<file path="src/rtl/aes_pkg.sv">
// Shared types and constants for the AES round sequencer: FSM state encoding,
// standard round counts and the round-key index width.
package aes_pkg;

  localparam int AES128_ROUNDS = 10;
  localparam int AES192_ROUNDS = 12;
  localparam int AES256_ROUNDS = 14;
  localparam int RK_IDX_W      = 4;

  typedef enum logic [2:0] {
    IDLE  = 3'd0,
    LOAD  = 3'd1,
    ROUND = 3'd2,
    FINAL = 3'd3,
    DONE  = 3'd4
  } aes_state_e;

endpackage

</file>
<file path="src/rtl/aes_round_ctrl_if.sv">
// Handshake and datapath-control bundle between the crypto wrapper / round
// datapath (master side) and the round sequencer (slave side).
interface aes_round_ctrl_if;
  import aes_pkg::*;

  // Both handshakes transfer on a cycle where valid and ready are high together;
  // valid, once raised, is held by its source until that cycle, and ready may be
  // raised or dropped freely without waiting for valid.
  logic                in_valid;
  logic                in_ready;
  logic                dp_load;
  logic                dp_round_en;
  logic                mc_enable;
  logic [RK_IDX_W-1:0] rk_idx;
  logic                busy;
  logic                out_valid;
  logic                out_ready;

  modport slave (
    input  in_valid, out_ready,
    output in_ready, dp_load, dp_round_en, mc_enable, rk_idx, busy, out_valid
  );

  modport master (
    output in_valid, out_ready,
    input  in_ready, dp_load, dp_round_en, mc_enable, rk_idx, busy, out_valid
  );

endinterface

</file>
<file path="src/rtl/aes_round_timer.sv">
// Per-round cycle counter for a multicycle round datapath; last_o marks the
// cycle on which the round result is captured.
module aes_round_timer #(
  parameter int ROUND_CYCLES = 1
) (
  input  logic clk,
  input  logic rst_n,
  input  logic en_i,
  input  logic clear_i,
  output logic last_o
);

  localparam int            CW   = (ROUND_CYCLES > 1) ? $clog2(ROUND_CYCLES) : 1;
  localparam logic [CW-1:0] LAST = CW'(ROUND_CYCLES - 1);

  logic [CW-1:0] cnt_q, cnt_d;

  always_comb begin
    cnt_d = cnt_q;
    if (clear_i) begin
      cnt_d = '0;
    end else if (en_i) begin
      cnt_d = (cnt_q == LAST) ? '0 : cnt_q + CW'(1);
    end
  end

  always_ff @(posedge clk or negedge rst_n) begin
    if (!rst_n) begin
      cnt_q <= '0;
    end else begin
      cnt_q <= cnt_d;
    end
  end

  assign last_o = en_i & (cnt_q == LAST);

endmodule

</file>
<file path="src/rtl/aes_round_ctrl.sv">
// Iterative AES encryption round sequencer: LOAD, NUM_ROUNDS-1 full rounds, FINAL.
// Optional build macro AES_RC_ABORT_EN adds an abort input that drops an in-flight block.
module aes_round_ctrl
  import aes_pkg::*;
#(
  parameter int NUM_ROUNDS   = AES128_ROUNDS,
  parameter int ROUND_CYCLES = 1
) (
  input  logic            clk,
  input  logic            rst_n,
`ifdef AES_RC_ABORT_EN
  input  logic            abort,
`endif
  aes_round_ctrl_if.slave bus,
  output aes_state_e      dbg_state_o
);

  if (NUM_ROUNDS != AES128_ROUNDS && NUM_ROUNDS != AES192_ROUNDS &&
      NUM_ROUNDS != AES256_ROUNDS) begin : g_bad_num_rounds
    $error("aes_round_ctrl: NUM_ROUNDS must be 10, 12 or 14");
  end
  if (ROUND_CYCLES < 1 || ROUND_CYCLES > 8) begin : g_bad_round_cycles
    $error("aes_round_ctrl: ROUND_CYCLES must be in 1..8");
  end

  localparam logic [RK_IDX_W-1:0] LAST_FULL = RK_IDX_W'(NUM_ROUNDS - 1);
  localparam logic [RK_IDX_W-1:0] RK_LAST   = RK_IDX_W'(NUM_ROUNDS);

  aes_state_e          state_q, state_d;
  logic [RK_IDX_W-1:0] round_q, round_d;
  logic                running;
  logic                last_cycle;
  logic                abort_now;

  assign running = (state_q == ROUND) || (state_q == FINAL);

`ifdef AES_RC_ABORT_EN
  assign abort_now = abort & ((state_q == LOAD) || running);
`else
  assign abort_now = 1'b0;
`endif

  aes_round_timer #(
    .ROUND_CYCLES(ROUND_CYCLES)
  ) u_timer (
    .clk    (clk),
    .rst_n  (rst_n),
    .en_i   (running),
    .clear_i(~running | abort_now),
    .last_o (last_cycle)
  );

  always_comb begin
    state_d = state_q;
    round_d = round_q;
    unique case (state_q)
      IDLE: begin
        if (bus.in_valid) begin
          state_d = LOAD;
          round_d = RK_IDX_W'(1);
        end
      end
      LOAD: begin
        state_d = (NUM_ROUNDS == 1) ? FINAL : ROUND;
      end
      ROUND: begin
        // round_q names the round that is completing on this capture cycle
        if (last_cycle) begin
          round_d = round_q + RK_IDX_W'(1);
          if (round_q == LAST_FULL) begin
            state_d = FINAL;
          end
        end
      end
      FINAL: begin
        if (last_cycle) begin
          state_d = DONE;
        end
      end
      DONE: begin
        if (bus.out_ready) begin
          state_d = IDLE;
          round_d = '0;
        end
      end
      default: begin
        state_d = IDLE;
        round_d = '0;
      end
    endcase
    if (abort_now) begin
      state_d = IDLE;
      round_d = '0;
    end
  end

  always_ff @(posedge clk or negedge rst_n) begin
    if (!rst_n) begin
      state_q <= IDLE;
      round_q <= '0;
    end else begin
      state_q <= state_d;
      round_q <= round_d;
    end
  end

  assign bus.in_ready    = (state_q == IDLE);
  assign bus.dp_load     = (state_q == LOAD);
  assign bus.dp_round_en = running & last_cycle & ~abort_now;
  assign bus.mc_enable   = (state_q == ROUND);
  assign bus.busy        = (state_q != IDLE);
  assign bus.out_valid   = (state_q == DONE);
  assign bus.rk_idx      = (state_q == ROUND) ? round_q :
                           ((state_q == FINAL) || (state_q == DONE)) ? RK_LAST : '0;
  assign dbg_state_o     = state_q;

endmodule
</file>
<file path="src/flat_wrapper.sv">
// flat-port wrapper written by rule: the top's interface ports become plain ports
module aes_round_ctrl_flat import aes_pkg::*;
#(
  parameter int NUM_ROUNDS   = AES128_ROUNDS,
  parameter int ROUND_CYCLES = 1
)
  (clk, rst_n, dbg_state_o, bus_in_valid, bus_out_ready, bus_in_ready, bus_dp_load, bus_dp_round_en, bus_mc_enable, bus_rk_idx, bus_busy, bus_out_valid);
  aes_round_ctrl_if bus_i ();
  input  logic clk;
  input  logic rst_n;
  output aes_state_e dbg_state_o;
  input wire logic [$bits(bus_i.in_valid)-1:0] bus_in_valid;
  input wire logic [$bits(bus_i.out_ready)-1:0] bus_out_ready;
  output wire logic [$bits(bus_i.in_ready)-1:0] bus_in_ready;
  output wire logic [$bits(bus_i.dp_load)-1:0] bus_dp_load;
  output wire logic [$bits(bus_i.dp_round_en)-1:0] bus_dp_round_en;
  output wire logic [$bits(bus_i.mc_enable)-1:0] bus_mc_enable;
  output wire logic [$bits(bus_i.rk_idx)-1:0] bus_rk_idx;
  output wire logic [$bits(bus_i.busy)-1:0] bus_busy;
  output wire logic [$bits(bus_i.out_valid)-1:0] bus_out_valid;
  assign bus_i.in_valid = bus_in_valid;
  assign bus_i.out_ready = bus_out_ready;
  assign bus_in_ready = bus_i.in_ready;
  assign bus_dp_load = bus_i.dp_load;
  assign bus_dp_round_en = bus_i.dp_round_en;
  assign bus_mc_enable = bus_i.mc_enable;
  assign bus_rk_idx = bus_i.rk_idx;
  assign bus_busy = bus_i.busy;
  assign bus_out_valid = bus_i.out_valid;
  aes_round_ctrl #(.NUM_ROUNDS(NUM_ROUNDS), .ROUND_CYCLES(ROUND_CYCLES)) u_core (.clk(clk), .rst_n(rst_n), .bus(bus_i), .dbg_state_o(dbg_state_o));
endmodule
</file>
<file path="config.mk">
export PLATFORM = sky130hd
export DESIGN_NAME = aes_round_ctrl_flat
export DESIGN_NICKNAME = d
export VERILOG_FILES = /design/src/rtl/aes_pkg.sv /design/src/rtl/aes_round_ctrl_if.sv /design/src/rtl/aes_round_timer.sv /design/src/rtl/aes_round_ctrl.sv /design/src/flat_wrapper.sv
export SDC_FILE = /design/constraint.sdc
export NUM_CORES = 1
export LEC_CHECK = 0
export CORE_AREA = 2 2 39 41
export CTS_CLUSTER_SIZE = 30
export DETAILED_ROUTE_END_ITERATION = 12
export DIE_AREA = 0 0 41 43
export GPL_TIMING_DRIVEN = 0
export PLACE_DENSITY = 0.65
export SKIP_CTS_REPAIR_TIMING = 1
export SYNTH_ARGS = -nofsm -noshare
export SYNTH_HDL_FRONTEND = slang
export SYNTH_SLANG_ARGS = --single-unit
</file>
<file path="constraint.sdc">
create_clock -name clk -period 1.6 [get_ports clk]
set_clock_uncertainty 0.2 [all_clocks]
set_input_delay 0.32 -clock clk [delete_from_list [all_inputs] [get_ports clk]]
set_output_delay 0.32 -clock clk [all_outputs]
set_load 0.02 [all_outputs]
</file>
==> implementation parameters <==
Parameter                              Value

Setup path
  Arr. time, crit path    1.38 ns
  Class of the most critical setup path    register to output pin
  Data required time of the worst path    approximately 1.1 ns
  Worst Setup Start Kind    register
  Maximum fanout count along the critical path    8
  Kind of capture point of the worst setup path    output pin

Finish
  Share of final-layout standard cells stronger than drive strength 1    between 50% and 60%
  Multi-input combinational cell area    278 um^2
  Post-layout instance count excluding filler cells    91
  Area added between synthesis and finish    67.6%
  Number of inserted diodes    0
  Net count of the finished layout    between 80 and 90
  Reg area    between 150 and 200 um^2
  Number of filler cells placed in the layout    145
  Commonest cells after routing, fill and taps aside    10 x buf_6, 8 x buf_4
  Most common library cell in the layout ignoring fill and taps    buf_6

STA
  Unrepaired setup endpoints after global routing    true
  Hold Worst Slack    between 0.15 and 0.2 ns
  Final count of hold timing violations    0
  Endpoints failing setup    10
  Final count of pins violating max slew    0
  Final worst slack    -0.296 ns
  Worst slew slack as a fraction of its limit    approximately three quarters
  Pin slew with the least headroom to its limit    between 0.3 and 0.4 ns
  Top achievable clock speed    between 500 and 600 MHz
  Final period utilization    119%
  Post-route minimum period    1.90 ns

Logic synthesis
  Most used DFF post-synth    dfrtp_1
  Share of synthesized cell area in and, or, nand and nor gates    about a quarter
  Proportion of synthesized chip area in sequential cells    roughly 38%
  Warnings, synthesis    0
  Number of unique standard cell types used by synthesis    29
  Share of the synthesized netlist area taken by xor and xnor gates    approximately 1.9%
  Compound-Gate Fraction of Synth Area    20.4%
  Area of the mapped netlist    between 400 and 500 um^2
  Seq cells post-synth    7
  Number of nets in the synthesized netlist    54
  Synthesized netlist cell count    48
  Mux contribution to synthesized area    0%
  Fraction of registers with async set/reset    between 90% and 100%
  Number of synthesized flops with an enable pin    0
  Combinational family with the most area after synthesis    simple AND/OR/NAND/NOR gates
  Mean area per synthesized cell    roughly 10 um^2
  Adder-Cell Fraction of Synth Area    between 5 and 6%

Place
  Number of buffer cells added on primary ports    16
  Worst setup timing slack at the placement stage    -0.621 ns
  Number of placed instances, taps included    80
  Weighted congestion reported at the end of routability-driven placement    roughly 0.67
  Total half-perimeter wirelength after legalization and detailed placement    ~810 um

Clock network
  Count of clock tree sinks    7
  TritonCTS Buffers    3
  Clock root buffer    clkbuf_4
  Clock tree from TritonCTS    yes
  Clock transition at the register clock pins on the worst setup and hold paths after CTS    around 0.05 ns
  H-tree Lvls    1
  Clock latency at the later pin of the worst-skew pair    between 0.2 and 0.3 ns
  Number of buffers on the longest clock path    2

GRT
  First-pass GRT wire length    around 1800 um
  Maximum number of pins on one net before global-route repair    11
  Total gr overflow    0
  Initial antenna violation count    0
  Vias in the first global route    between 400 and 500
  Global-route total usage across every layer    between 10% and 20%

Floorplan
  Placement row count    14
  Die Footprint    1760 um^2
  Effective utilization at floorplan    about 34%
  Area of the core    about 1400 um^2
  I/O Pins    17
  Die Span X    between 40 and 50 um
  DIE HEIGHT    around 43 um

Route
  Number of DRC violations after detailed routing    0
  Routed wire length    1170 um
  Detail-routed net length per standard cell    12.9 um
  First-pass DRT Iterations    2
  Number of nets still failing antenna checks after routing    0
  DR iter-0 viols    2
  Number of vias per cell after detailed routing    around 5.0
  Vias after detailed routing    approximately 450

Min path
  Min-delay worst type    primary input to asynchronous set/reset pin

Flow run
  Max-cap check violation count    0

Outcome
  Outcome    finished, violations left
  Violations in the final reports    setup timing

Power and ir drop
  IR Drop Worst-Case VDD    roughly 0.00090 V
  Leakage Power    between 0.4 and 0.5 nW
  Cell area power density    2210 nW/um^2
==> synth_stat cells (2+ instances only) <==
| cell | number | area [um^2] |
|---|---|---|
| o21ai_0 | 4 | 20.0 |
| nand2_1 | 3 | 11.3 |
| nand2b_1 | 2 | 12.5 |
| buf_2 | 2 | 10.0 |
| inv_1 | 5 | 18.8 |
| dfrtp_1 | 7 | 175 |
| and2_1 | 2 | 12.5 |
| ha_1 | 2 | 25.0 |
==> worst max-delay path, stage by stage (launching register included) <==
cell	delay, ns
dfrtp_2	0.42
buf_6	0.14
nor3b_4	0.26
and2_4	0.19
buf_6	0.11
==> layout make-up <==
class	count	area share, %
flip-flops and latches	7	22.9
repair buffers	23	28.6
clock buffers	4	3.36
well taps	16	2.56
inverters	5	2.72
multi-input cells	33	35.5
plain buffers	3	4.32
==> metrics by stage <==
| step | power, mW | setup TNS (ns) | instance area (um^2) | utilization (%) |
|---|---|---|---|---|
| floorplan | 1.04 | -0.514 | 508 | - |
| CTS | 1.63 | -7.67 | 714 | 51.6 |
| finish | 1.73 | -2.34 | 782 | 56.5 |
| global placement | 1.44 | -4.55 | 688 | 49.7 |
| global route | 1.86 | -3.02 | 782 | 56.5 |
| detailed placement | 1.46 | -4.60 | 688 | 49.7 |
==> cell families after synthesis <==
kind of cell | Yosys count
AND/OR/NAND/NOR | 18
AO/OA/AOI/OAI | 12
buffers and inverters | 8
flip-flops | 7
adder cells (fa/ha/maj) | 2
XOR/XNOR | 1
==> sequential cells by signal, summed over array words and instances (netlist names) <==
signal,cells
u_core.dbg_state_o,3
u_core.round_q,4
==> worst paths after layout <==
kind                                        from                    end  slack (ns)  cells after the start
hold reg to reg            u_core.dbg_state_o[2]  u_core.dbg_state_o[0]        0.37                      2
hold / removal                             rst_n      u_core.round_q[2]        0.16                      1
max in group asynchronous                  rst_n  u_core.dbg_state_o[2]        0.75                      1
setup reg to reg           u_core.dbg_state_o[2]      u_core.round_q[3]        0.02                      4
setup / recovery           u_core.dbg_state_o[0]          bus_rk_idx[2]       -0.30                      4
min in group clk           u_core.dbg_state_o[2]  u_core.dbg_state_o[0]        0.37                      2
==> routing by layer <==
metal	track usage, %	up-vias	wire (um)
met5	0	-	0
met4	8.00	0	10
met3	3.14	2	89
met2	20.6	15	532
met1	22.3	213	541
li1	-	224	-
==> power by group <==
group          total, mW  switching [mW]  internal, mW
clock              0.159          0.0641        0.0951
sequential         0.338          0.0835         0.255
combinational       1.23           0.578         0.650
(Power assumes the default switching activity.)
